$ cat src/rtl/audio_pkg.sv
// Shared types and constants for the synth-to-PWM sample path.
// Also holds the 16-bit saturation helper used by audio_fifo_writer.
package audio_pkg;

  typedef enum logic [1:0] {
    IDLE  = 2'd0,
    SCALE = 2'd1,
    SAT   = 2'd2,
    WRITE = 2'd3
  } afw_state_t;

  localparam logic [7:0]  AUDIO_UNITY_GAIN = 8'h80;
  localparam logic [15:0] AUDIO_LFSR_SEED  = 16'hACE1;
  localparam logic [15:0] AUDIO_LFSR_TAPS  = 16'hB400;
  localparam logic [15:0] AUDIO_MIDSCALE   = 16'h8000;

  // Returns {clipped, value} with value clamped to the signed 16-bit range.
  function automatic logic [16:0] sat16(input logic signed [24:0] d);
    logic [16:0] res;
    if (d > 25'sd32767) begin
      res = {1'b1, 16'h7FFF};
    end else if (d < -25'sd32768) begin
      res = {1'b1, 16'h8000};
    end else begin
      res = {1'b0, d[15:0]};
    end
    return res;
  endfunction

endpackage

$ cat src/rtl/tpdf_dither_lfsr.sv
// 16-bit Galois LFSR producing per-channel triangular-PDF dither in [-15, 15].
// Each channel's dither is the difference of two uniform 4-bit nibbles.
module tpdf_dither_lfsr
  import audio_pkg::*;
(
  input  logic              clk,
  input  logic              reset,
  input  logic              advance,
  output logic signed [4:0] dither_l,
  output logic signed [4:0] dither_r
);

  logic [15:0] lfsr;

  always_ff @(posedge clk) begin
    if (reset) begin
      lfsr <= AUDIO_LFSR_SEED;
    end else if (advance) begin
      lfsr <= {1'b0, lfsr[15:1]} ^ (lfsr[0] ? AUDIO_LFSR_TAPS : 16'h0000);
    end
  end

  assign dither_l = $signed({1'b0, lfsr[3:0]})   - $signed({1'b0, lfsr[7:4]});
  assign dither_r = $signed({1'b0, lfsr[11:8]})  - $signed({1'b0, lfsr[15:12]});

endmodule

$ cat src/rtl/audio_fifo_writer.sv
// Gain-scales stereo samples, saturates, converts to offset binary and writes {R,L} to the dcfifo.
// Define AUDIO_FIFO_WRITER_DITHER_EN to add TPDF dither ahead of saturation.
module audio_fifo_writer
  import audio_pkg::*;
#(
  parameter int CLIP_CNT_W = 16
) (
  input  logic                  clk,
  input  logic                  reset,
  input  logic                  sample_valid,
  output logic                  sample_ready,
  input  logic [15:0]           sample_l,
  input  logic [15:0]           sample_r,
  input  logic [7:0]            gain,
  input  logic                  fifo_full,
  output logic                  fifo_wrreq,
  output logic [31:0]           fifo_wrdata,
  output logic [CLIP_CNT_W-1:0] clip_cnt
);

  // Handshake: a sample transfers on a rising edge where sample_valid and
  // sample_ready are both high; upstream holds its data stable until then.

  afw_state_t state;

  logic signed [15:0] cap_l;
  logic signed [15:0] cap_r;
  logic [7:0]         cap_gain;
  logic signed [24:0] s_l;
  logic signed [24:0] s_r;

  logic signed [24:0] p_l;
  logic signed [24:0] p_r;
  logic signed [24:0] d_l;
  logic signed [24:0] d_r;
  logic [16:0]        sat_l;
  logic [16:0]        sat_r;
  logic signed [4:0]  dither_l;
  logic signed [4:0]  dither_r;

  localparam logic [CLIP_CNT_W-1:0] CLIP_ONE = {{(CLIP_CNT_W-1){1'b0}}, 1'b1};
  localparam logic [CLIP_CNT_W-1:0] CLIP_MAX = {CLIP_CNT_W{1'b1}};

`ifdef AUDIO_FIFO_WRITER_DITHER_EN
  tpdf_dither_lfsr u_dither (
    .clk      (clk),
    .reset    (reset),
    .advance  (state == SCALE),
    .dither_l (dither_l),
    .dither_r (dither_r)
  );
`else
  assign dither_l = 5'sd0;
  assign dither_r = 5'sd0;
`endif

  // Gain is unsigned Q1.7, so it is zero-extended before the signed multiply.
  assign p_l = $signed({{9{cap_l[15]}}, cap_l}) * $signed({17'b0, cap_gain});
  assign p_r = $signed({{9{cap_r[15]}}, cap_r}) * $signed({17'b0, cap_gain});

  assign d_l = s_l + $signed({{20{dither_l[4]}}, dither_l});
  assign d_r = s_r + $signed({{20{dither_r[4]}}, dither_r});

  assign sat_l = sat16(d_l);
  assign sat_r = sat16(d_r);

  assign sample_ready = (state == IDLE);

  always_ff @(posedge clk) begin
    if (reset) begin
      state       <= IDLE;
      fifo_wrreq  <= 1'b0;
      fifo_wrdata <= {AUDIO_MIDSCALE, AUDIO_MIDSCALE};
      clip_cnt    <= '0;
      cap_l       <= '0;
      cap_r       <= '0;
      cap_gain    <= AUDIO_UNITY_GAIN;
      s_l         <= '0;
      s_r         <= '0;
    end else begin
      fifo_wrreq <= 1'b0;
      case (state)
        IDLE: begin
          if (sample_valid) begin
            cap_l    <= sample_l;
            cap_r    <= sample_r;
            cap_gain <= gain;
            state    <= SCALE;
          end
        end
        SCALE: begin
          // Arithmetic shift floors toward negative infinity.
          s_l   <= p_l >>> 7;
          s_r   <= p_r >>> 7;
          state <= SAT;
        end
        SAT: begin
          fifo_wrdata <= {sat_r[15:0] ^ AUDIO_MIDSCALE, sat_l[15:0] ^ AUDIO_MIDSCALE};
          if ((sat_l[16] || sat_r[16]) && (clip_cnt != CLIP_MAX)) begin
            clip_cnt <= clip_cnt + CLIP_ONE;
          end
          state <= WRITE;
        end
        WRITE: begin
          if (!fifo_full) begin
            fifo_wrreq <= 1'b1;
            state      <= IDLE;
          end
        end
        default: state <= IDLE;
      endcase
    end
  end

endmodule
$ cat config.mk
export PLATFORM = sky130hd
export DESIGN_NAME = audio_fifo_writer
export DESIGN_NICKNAME = d
export VERILOG_FILES = /design/src/rtl/audio_pkg.sv /design/src/rtl/tpdf_dither_lfsr.sv /design/src/rtl/audio_fifo_writer.sv
export SDC_FILE = /design/constraint.sdc
export NUM_CORES = 1
export LEC_CHECK = 0
export BUFFER_PORTS_ARGS = -buffer_cell sky130_fd_sc_hd__buf_4
export CAP_MARGIN = 5
export CELL_PAD_IN_SITES_DETAIL_PLACEMENT = 0
export CELL_PAD_IN_SITES_GLOBAL_PLACEMENT = 1
export CORE_MARGIN = 4
export CORE_UTILIZATION = 40
export DETAILED_ROUTE_END_ITERATION = 12
export GPL_ROUTABILITY_DRIVEN = 0
export GPL_TIMING_DRIVEN = 0
export PLACE_DENSITY = 0.78
export REMOVE_ABC_BUFFERS = 1
export SLEW_MARGIN = 20
export SYNTH_ARGS = -nofsm -noshare
export SYNTH_HDL_FRONTEND = slang
export SYNTH_SLANG_ARGS = --single-unit
$ cat constraint.sdc
create_clock -name clk -period 5.7 [get_ports clk]
set_clock_uncertainty 0.1 [all_clocks]
set_input_delay 0.285 -clock clk [delete_from_list [all_inputs] [get_ports clk]]
set_output_delay 0.285 -clock clk [all_outputs]
set_load 0.05 [all_outputs]
## Yosys cells after proc, flatten, opt, wreduce, memory -nomap -nowiden

Index checks and enable logic that the tools add are counted.

- Register bits: 127
- Word-level logic and storage cells: 40
- Output and inout bits: 50

- Reduce and logical (&&, ||, !) cells: 7
- Muxes and demuxes: 8
- Magnitude comparators: 4
- Bitwise logic cells: 3
- Add/subtract/negate cells: 1
- Eq/ne operators: 6
- $mul: 2

Operators with widths:

| kind | count |
|---|---|
| 2-to-1 mux 17 bit | 4 |
| multiplier 16 x 9 -> 25 bit | 2 |
| greater-than comparator 18 x 16 -> 1 bit (second input constant) | 2 |
| less-than comparator 18 x 16 -> 1 bit (second input constant) | 2 |
| adder 16 x 1 -> 16 bit (second input constant) | 1 |
| != test 16 bit (second input constant) | 1 |
| one-hot mux 2 bit (4 select lines) | 1 |
| AND reduction 2 bit | 3 |
| == test 2 bit (second input constant) | 2 |
| 2-to-1 mux 2 bit | 2 |
| != test 2 bit (second input constant) | 2 |
| inverter 1 bit | 3 |
| == test 2 x 1 -> 1 bit (second input constant) | 1 |
| logical NOT 2 bit | 1 |
| OR reduction 2 bit | 1 |
| logical AND 1 bit | 1 |
| logical OR 1 bit | 1 |
| 2-to-1 mux 1 bit | 1 |

## Depth between registers and ports, before layout

- Depth in word-level cells: 6
- Depth in mapped cells: 19
- Mapped depth without buffers: 18

## Worst setup path before layout

Ideal clock, no wire load.

- Kind: flip-flop to flip-flop
- Start point: register cap_gain[0]
- End point: register s_l[16]
- Clock period less this slack: 5.275 ns
- Data arrival time: 5.053 ns
- Stages on the path, launching flop included: 19
- Setup time: 0.122 ns
- Setup slack: 0.425 ns
- Required time: 5.478 ns
- Path buffers: 2
- Cell sequence: dfxtp_1 clkbuf_1 buf_1 nand2_1 fa_1 inv_1 fa_1 fa_1 inv_1 fa_1 inv_1 ha_1 or4_1 a21oi_2 nor3_2 o2111ai_4 a31oi_1 o2111a_1 a311o_1

- Cells in the longest elaborated chain, start to end: 1

RTL lines:

| element | RTL line | RTL |
|---|---|---|
| from (decl) | audio_fifo_writer.sv:28 | `logic [7:0] cap_gain;` |
| from (signal assigned) | audio_fifo_writer.sv:87 | `cap_gain <= gain;` |
| multiplier 16 x 9 -> 25 bit | audio_fifo_writer.sv:58 | `assign p_l = $signed({{9{cap_l[15]}}, cap_l}) * $signed({17'b0, cap_gain});` |
| to (signal assigned) | audio_fifo_writer.sv:93 | `s_l <= p_l >>> 7;` |
| to (decl) | audio_fifo_writer.sv:29 | `logic signed [24:0] s_l;` |

No other way between the ends.
A chain may end at the register's enable or synchronous reset.

## Worst setup path in the final report

Same ends and word-level chain as after synthesis.

==> results.md <==
- Relative area change from synthesis to final layout: 14.9%
- Reported max-cap violation count: 0
- Standard cell with the maximum stage delay on the critical path: dfxtp_4
- Via total after detailed routing: 10502
- Post-route core utilization: 46.6%
- Hold violation total from the final report: 0
- Largest net degree at the start of global routing: 127
- Router iterations before antenna repair: 5
- Endpoint of the worst hold-timing path: cap_gain[6]
- Leading cell type by number of instances after synthesis: inv_1
- Maximum vdd ir drop: 0.516 mV
- Commonest cells in the synthesized netlist: 295 x inv_1, 216 x nand2_1, 202 x fa_1
- DIE WIDTH: 193 um
- Cell taking the most area after synthesis: fa_1
- Wire per inst: 14.5 um
- DR vias/cell: 4.93
- Initial antenna violation count: 0
- CTS Sinks: 127
- R2r setup slk: 0.30 ns
- Cell class contributing the biggest share of worst-path delay: adder cells
- Floorplan core area: 33600 um^2
- Status: finished, final reports clean
- Vias in the first global route: 11165
- Final setup violation count: 0
- Number of pins exceeding their max-slew limit in the final report: 0
- Dominant register cell in the synthesized netlist: dfxtp_1
- Worst hold path stage count: 3
- CP max stage delay: 0.60 ns
- Number of routed nets with antenna violations: 0
- Count of flip-flops with a built-in enable after synthesis: 0
- CTS Buf Count: 17
- Number of H-tree branching levels: 4
- First-pass GRT wire length: 54500 um
- Flop and latch count out of synthesis: 127
- Setup TNS: 0 ns
- Clock tree buffer depth: 2
- Reg-to-reg critical path startpoint: cap_gain[0]
- Clk Tree Root Cell: clkbuf_16
- Class of the tightest hold or removal check: in2reg
- Share of synthesized area occupied by flip-flops and latches: 18.6%
- Setup repair after global routing missed its margin: false
- Site Rows: 67
- Clock latency on the worst-skew pair: 0.44 ns
- Starting Density: 40.6%
- Fin nets: 2013
- Count of cell types in the netlist: 63
- Slew at the pin with the worst max-slew slack: 0.968 ns
- Share of final-layout standard cells stronger than drive strength 1: 9.21%
- Final period utilization: 94.7%
- Average cell area after synthesis: 8.57 um^2
- Category of the worst setup path launch point: flip-flop
- Required time worst endpoint: 5.93 ns
- Number of remaining DRC errors: 0
- Final setup margin: 0.301 ns
- Cell type with the highest occurrence count on the critical path: fa_1
- Number of logic stages on the critical path including buffering: 16
- Y dimension of the die: 193 um
- Minimum clock period: 5.40 ns
- IO Count: 94
- Crit path capture type: flip-flop
- Data arrival at the endpoint of the critical path: 5.63 ns
- Power density relative to cell area: 273 nW/um^2
- Worst Path Max Fanout: 31
- Post-synth design cell area: 13600 um^2
- Async S/R FF share, synth: 0%
- Launch point of the worst hold path: gain[6]
- Top cells by area in the synthesized netlist: fa_1 30%, dfxtp_1 19%, ha_1 8.9%
- Yosys Warn Count: 0
- RR Endpoint: s_l[16]
- Total gr overflow: 0
- P_leak: 7.56 nW
- Clock tree from TritonCTS: done
- Path depth of the worst reg2reg path: 16
- Half-perimeter wire length after placement: 23200 um
- Classification of the worst setup path: reg2reg
- Detailed router's first-iteration violation count: 524
- Worst slack, placed: 0.0115 ns
- Diode insertion count for antenna repair: 0
- Cell chain of the critical path: nand2_1 -> fa_1 -> inv_1 -> fa_1 -> fa_1 -> inv_1 -> fa_1 -> inv_1 -> ha_1 -> or4_1 -> a21oi_2 -> nor3_2 -> o2111ai_4 -> a31oi_1 -> o2111a_1 -> a311o_1
- GRT Total Usage: 18.2%
- Remaining max-slew budget at the tightest pin: 35.5%
- Clock Pin Slew Worst Setup and Hold Paths: 0.06 ns
- Achievable Freq: 0.185 GHz
- Area share of the largest cell type after synthesis: 29.6%
- Buf+Inv Stages, Crit Path: 3
- Aggregate routed wire length: 31000 um
- Area of the die: 37100 um^2
- Count of input and output buffers: 93
- Number of instances in the synthesized netlist: 1592
-- cell families after synthesis --
logic type / count (synthesis) / share of synthesized area (%)
AND/OR/NAND/NOR: 521 / 19.1
buffers and inverters: 374 / 10.3
adder cells (fa/ha/maj): 299 / 38.5
AO/OA/AOI/OAI: 216 / 9.80
flip-flops: 127 / 18.6
XOR/XNOR: 38 / 2.44
multiplexers: 17 / 1.25
-- timing repair --
item | CTS | global route
endpoints found under the setup margin | 0 | 16
setup buffers | 0 | 0
hold buffers | 37 | 0
hold endpoints to repair | 37 | 0
resized for setup | 0 | 6
-- cell type report --
| cell class | count | area (um^2) |
|---|---|---|
| flip-flops and latches | 127 | 2570 |
| multi-input cells | 1091 | 9710 |
| well taps | 448 | 561 |
| clock buffers | 17 | 425 |
| inverters | 300 | 1130 |
| repair buffers | 133 | 1150 |
| clock inverters | 15 | 135 |
| fillers | 3369 | 17900 |
-- worst min-delay path: stages --
cell and delay (ns):
buf_4 0.11, nand2_1 0.07, a21oi_1 0.06
-- metrics by stage --
stage	cell area, um^2	hold WS (ns)	std cells	power, W
floorplan	13400	0.254	1518	0.00259
global placement	14600	0.335	2059	0.00313
detailed placement	14700	0.344	2062	0.00323
CTS	15700	0.0000564	2131	0.00434
global route	15700	0.0104	2131	0.00468
finish	15700	0.0226	2131	0.00428
-- routing by layer --
metal / part of all wire, % / global-route usage [%] / wire, um
met5: 0 / 0 / 0
met4: 1.5 / 4.80 / 476
met2: 47 / 29.6 / 14600
met3: 3.3 / 2.77 / 1020
met1: 48 / 25.4 / 14900
-- worst max-delay path by stage --
stage / start / endpoint / slack, ns
finish: cap_gain[0] / s_l[16] / 0.30
global placement: cap_gain[0] / s_l[16] / -0.37
detailed placement: cap_gain[6] / s_r[17] / 0.01
floorplan: cap_gain[0] / s_l[16] / 0.50
CTS: cap_gain[6] / s_r[17] / 0.01
global route: cap_gain[0] / s_l[16] / 0.006
-- flip-flops by register name, indices dropped and copies added (netlist names) --
register     cells
fifo_wrreq       1
fifo_wrdata     32
s_r             18
cap_gain         8
cap_l           16
cap_r           16
clip_cnt        16
s_l             18
state            2
-- cell usage in the layout, fill, tap and decap left out, types with 4 or more instances in the layout --
cell / synthesis / routed
clkinv_2: 0 / 4
and3_1: 7 / 7
dfxtp_4: 0 / 6
inv_1: 295 / 295
fa_1: 202 / 202
inv_2: 5 / 5
o21ai_1: 15 / 15
nand2_1: 216 / 215
inv_6: 0 / 5
nor2_1: 51 / 51
xnor2_1: 25 / 25
o21bai_1: 4 / 4
and2_1: 150 / 149
dlygate4sd3_1: 0 / 37
nand3_1: 11 / 11
nor4_1: 5 / 5
or3_1: 8 / 8
mux2i_1: 17 / 17
or4_1: 5 / 5
buf_4: 0 / 92
dfxtp_1: 127 / 119
a21oi_1: 99 / 99
nor3_1: 12 / 12
o31ai_1: 6 / 6
nand2b_1: 31 / 31
clkbuf_16: 0 / 17
a21o_1: 11 / 11
nor2b_1: 4 / 4
o21ai_0: 31 / 31
xor2_1: 13 / 13
and4_1: 5 / 5
a31oi_1: 5 / 5
nand4_1: 6 / 6
ha_1: 97 / 95
-- power by group --
group	internal (W)	total [W]	leakage (nW)	switching, W
Clock	0.000604	0.00106	0.275	0.000461
Sequential	0.00103	0.00130	1.04	0.000275
Combinational	0.000779	0.00191	6.25	0.00114
Total	0.00241	0.00428	7.56	0.00187
Note: power is estimated with default switching activity, not from simulation.
